**src/rtl/multdiv_pkg.sv**
```systemverilog
// multdiv_pkg: shared types and constants for the iterative multiply/divide unit.
//   State encoding, iteration counts, counter width and a two's-complement
//   conditional-negate helper used by the signed divide path.
//   Optional feature macro: MULTDIV_REMAINDER_EN (consumed by the interface/top).
package multdiv_pkg;

  localparam int unsigned WIDTH      = 32;
  localparam int unsigned MULT_ITERS = WIDTH / 2;
  localparam int unsigned DIV_ITERS  = WIDTH;
  localparam int unsigned CNT_W      = 5;

  localparam logic [WIDTH-1:0] INT_MIN = 32'h8000_0000;

  typedef enum logic [1:0] {
    IDLE = 2'b00,
    MULT = 2'b01,
    DIV  = 2'b10,
    DONE = 2'b11
  } state_e;

  // Two's-complement negate when neg is set; maps INT_MIN onto itself.
  function automatic logic [WIDTH-1:0] neg_if(input logic [WIDTH-1:0] v, input logic neg);
    return neg ? (~v + WIDTH'(1)) : v;
  endfunction

endpackage

```
**src/rtl/multdiv_unit_if.sv**
```systemverilog
// multdiv_unit_if: operand/control/result bundle between the execute stage and
//   the multiply/divide unit.
//   master: drives data_operandA/B, ctrl_MULT, ctrl_DIV; observes results.
//   slave : the unit; drives data_result, data_exception, data_resultRDY, busy
//           and, with MULTDIV_REMAINDER_EN defined, data_remainder.
interface multdiv_unit_if;
  import multdiv_pkg::*;

  logic [WIDTH-1:0] data_operandA;
  logic [WIDTH-1:0] data_operandB;
  logic             ctrl_MULT;
  logic             ctrl_DIV;
  logic [WIDTH-1:0] data_result;
  logic             data_exception;
  logic             data_resultRDY;
  logic             busy;
`ifdef MULTDIV_REMAINDER_EN
  logic [WIDTH-1:0] data_remainder;
`endif

  modport master (
    output data_operandA, data_operandB, ctrl_MULT, ctrl_DIV,
    input  data_result, data_exception, data_resultRDY, busy
`ifdef MULTDIV_REMAINDER_EN
    , input data_remainder
`endif
  );

  modport slave (
    input  data_operandA, data_operandB, ctrl_MULT, ctrl_DIV,
    output data_result, data_exception, data_resultRDY, busy
`ifdef MULTDIV_REMAINDER_EN
    , output data_remainder
`endif
  );

endinterface

```
**src/rtl/multdiv_unit_iter_counter.sv**
```systemverilog
// iter_counter: 5-bit iteration counter shared by the Booth and divide loops.
//   clk         : rising-edge clock
//   clr         : synchronous active-high reset
//   en_i        : increment this cycle
//   load_zero_i : force to zero (wins over en_i)
//   count_o     : current count
module iter_counter
  import multdiv_pkg::*;
(
  input  logic             clk,
  input  logic             clr,
  input  logic             en_i,
  input  logic             load_zero_i,
  output logic [CNT_W-1:0] count_o
);

  logic [CNT_W-1:0] count_q;

  always_ff @(posedge clk) begin
    if (clr) begin
      count_q <= '0;
    end else if (load_zero_i) begin
      count_q <= '0;
    end else if (en_i) begin
      count_q <= count_q + CNT_W'(1);
    end
  end

  assign count_o = count_q;

endmodule

```
**src/rtl/multdiv_unit.sv**
```systemverilog
// multdiv_unit: iterative signed 32-bit multiply (radix-4 Booth, 16 steps) and
//   divide (non-restoring on magnitudes, 32 steps).
//   clk : rising-edge clock
//   clr : synchronous active-high reset
//   bus : multdiv_unit_if.slave -- operands, ctrl_MULT/ctrl_DIV start pulses,
//         data_result, data_exception, one-cycle data_resultRDY, busy.
//   Optional feature macro MULTDIV_REMAINDER_EN adds bus.data_remainder.
//   Timing: the cycle after a start pulse is a setup cycle (loads the product
//   register or divide magnitudes), then one step per cycle; DONE is entered
//   with the result registered from the final step.
module multdiv_unit
  import multdiv_pkg::*;
(
  input  logic         clk,
  input  logic         clr,
  multdiv_unit_if.slave bus
);

  state_e state_q, state_d;

  logic             start_mul, start_div, iterate, last_iter;
  logic             cnt_en, cnt_load0;
  logic [CNT_W-1:0] cnt_q;

  logic             setup_q;
  logic [WIDTH-1:0] op_a_q, op_b_q;
  logic [2*WIDTH:0] prod_q;
  logic [WIDTH:0]   rem_q;
  logic [WIDTH-1:0] quo_q, dvsr_q;
  logic [WIDTH-1:0] result_q;
  logic             exc_q, rdy_q, busy_q;

  iter_counter u_cnt (
    .clk         (clk),
    .clr         (clr),
    .en_i        (cnt_en),
    .load_zero_i (cnt_load0),
    .count_o     (cnt_q)
  );

  // State register.
  always_ff @(posedge clk) begin
    if (clr) state_q <= IDLE;
    else     state_q <= state_d;
  end

  // Next state; a start pulse in any state restarts, multiply has priority.
  always_comb begin
    state_d   = state_q;
    start_mul = 1'b0;
    start_div = 1'b0;
    iterate   = 1'b0;
    last_iter = 1'b0;
    if (bus.ctrl_MULT) begin
      start_mul = 1'b1;
      state_d   = MULT;
    end else if (bus.ctrl_DIV) begin
      start_div = 1'b1;
      state_d   = DIV;
    end else begin
      case (state_q)
        IDLE: state_d = IDLE;
        MULT: begin
          if (!setup_q) begin
            iterate = 1'b1;
            if (cnt_q == CNT_W'(MULT_ITERS - 1)) begin
              last_iter = 1'b1;
              state_d   = DONE;
            end
          end
        end
        DIV: begin
          if (!setup_q) begin
            iterate = 1'b1;
            if (cnt_q == CNT_W'(DIV_ITERS - 1)) begin
              last_iter = 1'b1;
              state_d   = DONE;
            end
          end
        end
        DONE:    state_d = IDLE;
        default: state_d = IDLE;
      endcase
    end
    cnt_en    = iterate;
    cnt_load0 = start_mul | start_div | last_iter;
  end

  // Radix-4 Booth step on {acc, multiplier, guard}; sum kept at 34 bits so +/-2M cannot wrap.
  logic [WIDTH+1:0] mc_ext, mc2, booth_add, acc_sum;
  logic [2*WIDTH:0] prod_step;
  logic [WIDTH-1:0] mul_res, mul_hi;
  logic             mul_exc;

  always_comb begin
    mc_ext = {{2{op_a_q[WIDTH-1]}}, op_a_q};
    mc2    = {mc_ext[WIDTH:0], 1'b0};
    case (prod_q[2:0])
      3'b001, 3'b010: booth_add = mc_ext;
      3'b011:         booth_add = mc2;
      3'b100:         booth_add = ~mc2 + (WIDTH+2)'(1);
      3'b101, 3'b110: booth_add = ~mc_ext + (WIDTH+2)'(1);
      default:        booth_add = '0;
    endcase
    acc_sum   = {{2{prod_q[2*WIDTH]}}, prod_q[2*WIDTH:WIDTH+1]} + booth_add;
    prod_step = {acc_sum, prod_q[WIDTH:2]};
    mul_res   = prod_step[WIDTH:1];
    mul_hi    = prod_step[2*WIDTH:WIDTH+1];
    mul_exc   = (mul_hi != {WIDTH{mul_res[WIDTH-1]}});
  end

  // Non-restoring divide step on magnitudes plus signed result fix-up.
  logic [WIDTH:0]   rem_shift, rem_step;
  logic [WIDTH-1:0] quo_step, div_res;
  logic             div_by_zero, div_ovf, div_exc;

  always_comb begin
    rem_shift   = {rem_q[WIDTH-1:0], quo_q[WIDTH-1]};
    rem_step    = rem_q[WIDTH] ? (rem_shift + {1'b0, dvsr_q})
                               : (rem_shift - {1'b0, dvsr_q});
    quo_step    = {quo_q[WIDTH-2:0], ~rem_step[WIDTH]};
    div_by_zero = (op_b_q == '0);
    div_ovf     = (op_a_q == INT_MIN) && (op_b_q == '1);
    div_exc     = div_by_zero | div_ovf;
    div_res     = div_by_zero ? '0 : neg_if(quo_step, op_a_q[WIDTH-1] ^ op_b_q[WIDTH-1]);
  end

`ifdef MULTDIV_REMAINDER_EN
  logic [WIDTH-1:0] rem_fix, rem_signed, remainder_q;

  // Final restore of a negative partial remainder, then give it the dividend's sign.
  always_comb begin
    rem_fix    = rem_step[WIDTH] ? (rem_step[WIDTH-1:0] + dvsr_q) : rem_step[WIDTH-1:0];
    rem_signed = div_by_zero ? '0 : neg_if(rem_fix, op_a_q[WIDTH-1]);
  end

  always_ff @(posedge clk) begin
    if (clr) begin
      remainder_q <= '0;
    end else if (last_iter) begin
      remainder_q <= (state_q == DIV) ? rem_signed : '0;
    end
  end

  assign bus.data_remainder = remainder_q;
`endif

  // Datapath and registered outputs.
  always_ff @(posedge clk) begin
    if (clr) begin
      setup_q  <= 1'b0;
      op_a_q   <= '0;
      op_b_q   <= '0;
      prod_q   <= '0;
      rem_q    <= '0;
      quo_q    <= '0;
      dvsr_q   <= '0;
      result_q <= '0;
      exc_q    <= 1'b0;
      rdy_q    <= 1'b0;
      busy_q   <= 1'b0;
    end else begin
      rdy_q   <= (state_d == DONE);
      busy_q  <= (state_d == MULT) || (state_d == DIV);
      setup_q <= start_mul | start_div;

      if (start_mul | start_div) begin
        op_a_q <= bus.data_operandA;
        op_b_q <= bus.data_operandB;
      end

      if (setup_q && !start_mul && !start_div) begin
        if (state_q == MULT) begin
          prod_q <= {{WIDTH{1'b0}}, op_b_q, 1'b0};
        end else if (state_q == DIV) begin
          rem_q  <= '0;
          quo_q  <= neg_if(op_a_q, op_a_q[WIDTH-1]);
          dvsr_q <= neg_if(op_b_q, op_b_q[WIDTH-1]);
        end
      end

      if (iterate) begin
        if (state_q == MULT) begin
          prod_q <= prod_step;
        end else begin
          rem_q <= rem_step;
          quo_q <= quo_step;
        end
      end

      if (last_iter) begin
        result_q <= (state_q == MULT) ? mul_res : div_res;
        exc_q    <= (state_q == MULT) ? mul_exc : div_exc;
      end
    end
  end

  assign bus.data_result    = result_q;
  assign bus.data_exception = exc_q;
  assign bus.data_resultRDY = rdy_q;
  assign bus.busy           = busy_q;

endmodule

```
**src/flat_wrapper.sv**
```systemverilog
// flat-port wrapper written by rule: the top's interface ports become plain ports
module multdiv_unit_flat import multdiv_pkg::*;
  (clk, clr, bus_data_operandA, bus_data_operandB, bus_ctrl_MULT, bus_ctrl_DIV, bus_data_result, bus_data_exception, bus_data_resultRDY, bus_busy);
  multdiv_unit_if bus_i ();
  input  logic clk;
  input  logic clr;
  input wire logic [$bits(bus_i.data_operandA)-1:0] bus_data_operandA;
  input wire logic [$bits(bus_i.data_operandB)-1:0] bus_data_operandB;
  input wire logic [$bits(bus_i.ctrl_MULT)-1:0] bus_ctrl_MULT;
  input wire logic [$bits(bus_i.ctrl_DIV)-1:0] bus_ctrl_DIV;
  output wire logic [$bits(bus_i.data_result)-1:0] bus_data_result;
  output wire logic [$bits(bus_i.data_exception)-1:0] bus_data_exception;
  output wire logic [$bits(bus_i.data_resultRDY)-1:0] bus_data_resultRDY;
  output wire logic [$bits(bus_i.busy)-1:0] bus_busy;
  assign bus_i.data_operandA = bus_data_operandA;
  assign bus_i.data_operandB = bus_data_operandB;
  assign bus_i.ctrl_MULT = bus_ctrl_MULT;
  assign bus_i.ctrl_DIV = bus_ctrl_DIV;
  assign bus_data_result = bus_i.data_result;
  assign bus_data_exception = bus_i.data_exception;
  assign bus_data_resultRDY = bus_i.data_resultRDY;
  assign bus_busy = bus_i.busy;
  multdiv_unit u_core (.clk(clk), .clr(clr), .bus(bus_i));
endmodule
```
**config.mk**
```make
export PLATFORM = sky130hd
export DESIGN_NAME = multdiv_unit_flat
export DESIGN_NICKNAME = d
export VERILOG_FILES = /design/src/rtl/multdiv_pkg.sv /design/src/rtl/multdiv_unit_if.sv /design/src/rtl/multdiv_unit_iter_counter.sv /design/src/rtl/multdiv_unit.sv /design/src/flat_wrapper.sv
export SDC_FILE = /design/constraint.sdc
export NUM_CORES = 1
export LEC_CHECK = 0
export CAP_MARGIN = 15
export CORE_MARGIN = 5
export CORE_UTILIZATION = 60
export CTS_BUF_LIST = sky130_fd_sc_hd__clkbuf_8 sky130_fd_sc_hd__clkbuf_16
export DETAILED_ROUTE_END_ITERATION = 10
export GPL_TIMING_DRIVEN = 0
export PLACE_DENSITY = 0.8
export SETUP_SLACK_MARGIN = 0.2
export SLEW_MARGIN = 25
export SYNTH_ARGS = -nofsm -noshare
export SYNTH_HDL_FRONTEND = slang
export SYNTH_SLANG_ARGS = --single-unit
```
**constraint.sdc**
```tcl
create_clock -name clk -period 6.74 [get_ports clk]
set_clock_uncertainty 0.15 [all_clocks]
set_input_delay 1.011 -clock clk [delete_from_list [all_inputs] [get_ports clk]]
set_output_delay 1.011 -clock clk [all_outputs]
set_load 0.03 [all_outputs]
```
Word level (Yosys, flattened, before mapping)
Index checks and enable logic that the tools add are counted.
W data, S select, Z words.
{"block": "totals", "regBits": 269, "elab_cells": 107, "output_inout_bits": 35}
{"block": "classes", "muxes": 43, "add_sub_neg": 9, "bitwise": 11, "reduce_logical": 14, "eq_ne": 17}
{"op": "$mux W32", "count": 10}
{"op": "$mux W65", "count": 4}
{"op": "$mux W33", "count": 6}
{"op": "$pmux W34 S4", "count": 1}
{"op": "$add A32 B1 Y32 const B", "count": 3}
{"op": "$not A32 Y32", "count": 3}
{"op": "$add A34 B1 Y34 const B", "count": 2}
{"op": "$not A34 Y34", "count": 2}
{"op": "$eq A32 B32 Y1 const B", "count": 2}
{"op": "$add A34 B34 Y34", "count": 1}
{"op": "$add A33 B32 Y33", "count": 1}
{"op": "$sub A33 B32 Y33", "count": 1}
{"op": "$logic_not A32 Y1", "count": 1}
{"op": "$ne A32 B32 Y1", "count": 1}
{"op": "$mux W1", "count": 14}
{"op": "$mux W2", "count": 6}
{"op": "$reduce_or A2 Y1", "count": 5}
{"op": "$eq A3 B3 Y1 const B", "count": 3}
{"op": "$eq A2 B2 Y1 const B", "count": 4}
{"op": "$eq A3 B2 Y1 const B", "count": 2}
{"op": "$pmux W2 S3", "count": 1}
{"op": "$add A5 B1 Y5 const B", "count": 1}
{"op": "$eq A5 B4 Y1 const B", "count": 1}
{"op": "$eq A5 B5 Y1 const B", "count": 1}
{"op": "11 further kinds", "count": 18}

Longest topological paths before layout
{"block": "logic_depth", "depth_word": 8, "mapped_depth": 27, "depth_no_buf": 24}

Hierarchy
From an unflattened synthesis, not the netlist that was laid out.
{"block": "unflattened", "cells_unflattened": 2469, "area_unflattened_um2": 18760.5}
{"module": "multdiv_unit", "area_per_inst_um2": 18505.2, "instances": 1, "cells_per_inst": 2446}
{"module": "iter_counter", "area_per_inst_um2": 255.2, "instances": 1, "cells_per_inst": 23}

Least setup slack after synthesis
Ideal clock, no wire load.
{"block": "synth_timing", "path_type": "flip-flop to flip-flop", "from": "reg u_core.op_a_q[2]", "to": "reg u_core.exc_q (netlist: u_core.bus.data_exception)", "path_stages_with_launch": 22, "period_less_slack_ns": 5.760, "arrival_ns": 5.472, "n_path_buf": 2, "setup_slack_ns": 0.980, "setup_ns": 0.138, "required_time_ns": 6.452, "cell_sequence": "dfxtp_1 clkbuf_1 nor4_1 nand3_1 or3_1 or4b_2 xor2_1 nor2_1 a211oi_1 a21oi_1 a21oi_1 ha_1 clkbuf_1 a21oi_1 o211ai_1 o21a_1 a311o_1 a311o_1 a211o_1 a211o_1 mux2i_1 a211oi_2"}
{"block": "synth_between", "elab_chain_cells": 6}
{"item": "start, declared", "line_no": "multdiv_unit.sv:26", "source": "logic [WIDTH-1:0] op_a_q, op_b_q;"}
{"item": "start signal, assigned", "line_no": "multdiv_unit.sv:168", "source": "op_a_q <= bus.data_operandA;"}
{"item": "$not A34 Y34, on equally long branches", "line_no": "multdiv_unit.sv:102, multdiv_unit.sv:101"}
{"item": "$add A34 B1 Y34, on equally long branches", "line_no": "multdiv_unit.sv:102, multdiv_unit.sv:101"}
{"item": "$pmux W34 S4", "line_no": "multdiv_unit.sv:98", "source": "case (prod_q[2:0])"}
{"item": "$add A34 B34 Y34", "line_no": "multdiv_unit.sv:105", "source": "acc_sum = {{2{prod_q[2*WIDTH]}}, prod_q[2*WIDTH:WIDTH+1]} + booth_add;"}
{"item": "$ne A32 B32 Y1", "line_no": "multdiv_unit.sv:109", "source": "mul_exc = (mul_hi != {WIDTH{mul_res[WIDTH-1]}});"}
{"item": "$mux W1 *", "line_no": "multdiv_unit.sv:193", "source": "exc_q <= (state_q == MULT) ? mul_exc : div_exc;"}
{"item": "end signal, assigned", "line_no": "multdiv_unit.sv:193"}
{"item": "end, declared", "line_no": "multdiv_unit.sv:31", "source": "logic exc_q, rdy_q, busy_q;"}
Mark *: on every way between the ends. The rest lies on a longest branch, timed or not.
A chain may end at the register's enable or synchronous reset.

Final worst setup path
{"block": "layout_timing", "from": "reg u_core.prod_q[2]", "to": "reg u_core.exc_q (netlist: u_core.bus.data_exception)"}
{"block": "layout_between", "elab_chain_cells": 6}
{"item": "start, declared", "line_no": "multdiv_unit.sv:27", "source": "logic [2*WIDTH:0] prod_q;"}
{"item": "start signal, assigned", "line_no": "multdiv_unit.sv:174", "source": "prod_q <= {{WIDTH{1'b0}}, op_b_q, 1'b0};"}
{"item": "start signal, assigned", "line_no": "multdiv_unit.sv:184", "source": "prod_q <= prod_step;"}
{"item": "$eq A3 B3 Y1, or another cell as far along", "line_no": "multdiv_unit.sv:98"}
{"item": "$reduce_or A2 Y1", "line_no": "multdiv_unit.sv:98"}
{"item": "$pmux W34 S4 *", "line_no": "multdiv_unit.sv:98"}
{"item": "$add A34 B34 Y34 *", "line_no": "multdiv_unit.sv:105"}
{"item": "$ne A32 B32 Y1 *", "line_no": "multdiv_unit.sv:109"}
{"item": "$mux W1 *", "line_no": "multdiv_unit.sv:193"}
Marked as above.

==> impl_metrics.py <==
metrics = {
    "outcome": {
        "status": "completed",
    },
    "clocking": {
        "cts_tree": "built",
        "clkSinkCount": 269,
        "clock_latency_ns": 0.58,
        "cts_inserted_buffers": 30,
        "holdBufCountCts": 0,
        "h-tree-depth": 1,
        "clockRootBuffer": "clkbuf_16",
        "cts.clk_slew.worst_paths_ns": 0.07,
        "cts_max_path_buffers": 3,
    },
    "worst_hold_path": {
        "worstHoldStart": "u_core.rem_q[6]$_SDFF_PP0_",
        "min_path_type": "reg -> reg",
    },
    "sta": {
        "finalSetupTns_ns": 0,
        "finalCritPeriodShare_pct": 96.0,
        "worst_slew_margin_rel_pct": 20.0,
        "worst_pin_slew_ns": 1.18,
        "rsz0062_at_grt": "false",
        "setup_viol": 0,
        "post-route-min-period_ns": 6.47,
        "fmax_ghz": 0.155,
        "finalMaxSlewViolations": 0,
        "hold_violations": 0,
    },
    "power_and_ir_drop": {
        "switching_share_pct": 30.5,
        "p_int_mw": 2.87,
        "total_power_mw": 4.13,
        "combPwrFrac_pct": 18.8,
        "power_frac_seq_pct": 40.5,
        "power_density_mw_per_mm2": 189,
        "power_leakage_nw": 8.46,
        "switchingPower_mw": 1.26,
        "peakVddDrop_mv": 0.217,
        "clkPwrFrac_pct": 40.7,
    },
    "worst_setup_path": {
        "arrival_ns": 6.75,
        "criticalPathCategory": "reg -> reg",
        "path_common_cell": "o21ai_0",
        "crit_buf_inv": 3,
        "worstPathMaxFanout": 10,
        "crit_path_end_kind": "flip-flop",
        "crit_family": "compound AO/OA/AOI/OAI gates",
        "cpPeakStageDelay_ns": 1.08,
        "start_kind": "flip-flop",
        "cp_slowest_cell": "o41ai_1",
        "crit_chain": "clkbuf_1 > inv_1 > nor2_2 > nand2_1 > clkbuf_1 > o21ai_0 > o21ai_0 > o21ai_0 > ha_1 > o21a_1 > o21ai_0 > o21ai_0 > xor2_1 > o41ai_1 > nand3_1 > a2111oi_4 > a211oi_2",
        "cp_data_required_time_ns": 7.02,
        "cp-startpoint": "u_core.prod_q[2]$_SDFF_PP0_",
        "r2r-start": "u_core.prod_q[2]$_SDFF_PP0_",
    },
    "grt": {
        "grt_max_degree": 16,
        "antenna_found_initial": 0,
        "grt_usage_pct": 37.4,
        "grt_pass1_wl_mm": 108,
        "overflow": 0,
        "first_global_vias": 19200,
    },
    "route": {
        "vias_per_cell": 6.65,
        "drtPass1Iterations": 6,
        "drc": 0,
        "totalWireLength_mm": 70.6,
        "antenna_left": 0,
        "vias": 20800,
        "wl_per_cell_um": 22.6,
        "drt_iter0_drc": 2323,
    },
    "synth": {
        "ys_types": 92,
        "synthFlopType": "dfxtp_1",
        "avgSynthCellArea_um2": 7.48,
        "ys_warn_count": 0,
        "ys_seq_area_share_pct": 28.1,
        "synth-simple-area-share_pct": 22.8,
        "synth.top_cells.by_area": "dfxtp_1 (28%), a21oi_1 (6.7%), nor2_1 (6.3%)",
        "synth_top_cell_area_share_pct": 28.1,
        "synth_area_mm2": 0.0191,
        "yosysTopAreaCell": "dfxtp_1",
        "synth_fa_ha_area_share_pct": 5.31,
        "synth.ff_latch_count": 269,
        "synth-async-reset-ratio_pct": 0,
        "muxShareOfSynthArea_pct": 3.00,
        "synth-compound-area-share_pct": 27.1,
        "synth_xor_area_share_pct": 8.55,
        "synth_cells": 2561,
        "synth_top_family_by_area": "compound AO/OA/AOI/OAI gates",
        "synth_fp_nets": 2709,
        "synth_edf_count": 0,
    },
    "floorplanning": {
        "die_height_um": 189,
        "die-area_mm2": 0.0356,
        "io_pins": 103,
        "fp.dieW_um": 189,
        "rows": 65,
        "start_util_pct": 60.7,
        "core_area_mm2": 0.0316,
    },
    "placement": {
        "hpwl_mm": 53.5,
        "finalWeightedCongestion": 1.01,
        "io_buffer_count": 101,
    },
    "finish": {
        "nets": 2848,
        "drive_above_1_share_pct": 5.25,
        "antennaDiodeCount": 0,
        "syn2layout_area_growth_pct": 14.4,
    },
    "flow_run": {
        "cap_violations": 0,
    },
}
==> cell type report <==
class                      count  area, um2
multi-input combinational   2039      13000
buffer                       206        812
timing repair buffer         107       1060
clock buffer                  37        847
inverter                      47        176
sequential                   269       5390
tap                          402        503
clock inverter                17        155
fill                        2688       9660
==> layout by cell type, fill, tap and decap left out, types with 22 or more instances in the layout <==
cell type and count:
a21o_1 32, dfxtp_1 269, a211oi_1 112, nor3_1 63
xnor2_1 63, inv_1 51, clkbuf_16 30, nand3_1 60
o21ai_0 104, nor2_1 320, nand2_1 295, clkdlybuf4s50_1 101
mux2i_1 53, and2_1 24, ha_1 78, a21oi_1 254
buf_1 22, a22oi_1 59, xor2_1 123, clkbuf_1 170
==> final timing paths <==
path	end	slack, ns	cells past startpoint
worst min register to register	u_core.rem_q[6]$_SDFF_PP0_	0.32	2
worst max-delay path	u_core.bus.data_exception$_SDFFE_PP0P_	0.27	17
worst max register to register	u_core.bus.data_exception$_SDFFE_PP0P_	0.27	17
worst min-delay path	u_core.rem_q[6]$_SDFF_PP0_	0.32	2
==> power groups by stage <==
stage                     sequential [mW]  combinational (mW)  clock, mW
after CTS                            1.67               0.742       1.67
after global placement               1.70               0.709          0
after floorplan                      1.69               0.495          0
after global routing                 1.67               0.828       1.75
final                                1.67               0.777       1.68
after detailed placement             1.70               0.725          0
==> layer usage <==
metal,vias to the layer above,track usage [%],routed length (um)
li1,9521,-,-
met1,9900,50.0,28300
met2,1132,59.7,31800
met3,226,6.15,6780
met4,0,17.0,3660
met5,-,0,0
==> what timing repair did <==
| item | in CTS | in global routing |
|---|---|---|
| setup buffers | 1 | 4 |
| pin swaps | 1 | 5 |
| endpoints found under the setup margin | 16 | 9 |
| resized for setup | 18 | 21 |
| endpoints found under the hold margin | 0 | 0 |
==> metrics by stage <==
stage | std cells | area (um2) | setup WS, ns | utilization [%] | hold WS [ns]
6_report | 3124 | 21900 | 0.271 | 69.4 | 0.321
5_1_grt | 3124 | 21900 | 0.192 | 69.4 | 0.335
3_3_place_gp | 3064 | 20700 | -0.936 | 65.5 | 0.306
4_1_cts | 3120 | 21800 | 0.120 | 69.0 | 0.322
3_5_place_dp | 3065 | 20700 | -0.736 | 65.5 | 0.313
2_1_floorplan | 2561 | 19100 | 0.980 | - | 0.298
==> flip-flops by register name, summed over array words and instances (netlist names), 2 cells and up, named ones only <==
signal	flops
u_core.quo_q	23
u_core.u_cnt.count_o	5
u_core.state_q	2
u_core.op_a_q	32
u_core.rem_q	32
u_core.prod_q	64
u_core.op_b_q	32
u_core.bus.data_result	32
u_core.dvsr_q	32
==> synthesized netlist by cell type (54+ instances only) <==
cell	n
a22oi_1	59
nand3_1	61
clkbuf_1	173
nand2_1	295
a21oi_1	255
xnor2_1	63
dfxtp_1	269
xor2_1	124
o21ai_0	106
a211oi_1	112
nor3_1	65
nor2_1	322
mux2i_1	54
ha_1	78
==> tightest hold or removal path, stage by stage, from the launching register on <==
cell and delay [ns]:
dfxtp_1 0.31, nand3_1 0.06, a21oi_1 0.05
==> cell families (layout without fill, tap and decap cells) <==
group / Yosys count / count (layout)
and+or+nand+nor: 942 / 942
AOI/OAI and AO/OA: 773 / 773
DFF: 269 / 269
buffers and inverters: 253 / 414
xor gates and xnor gates: 187 / 187
adders and majority gates: 80 / 80
muxes: 57 / 57
(Power assumes the default switching activity.)
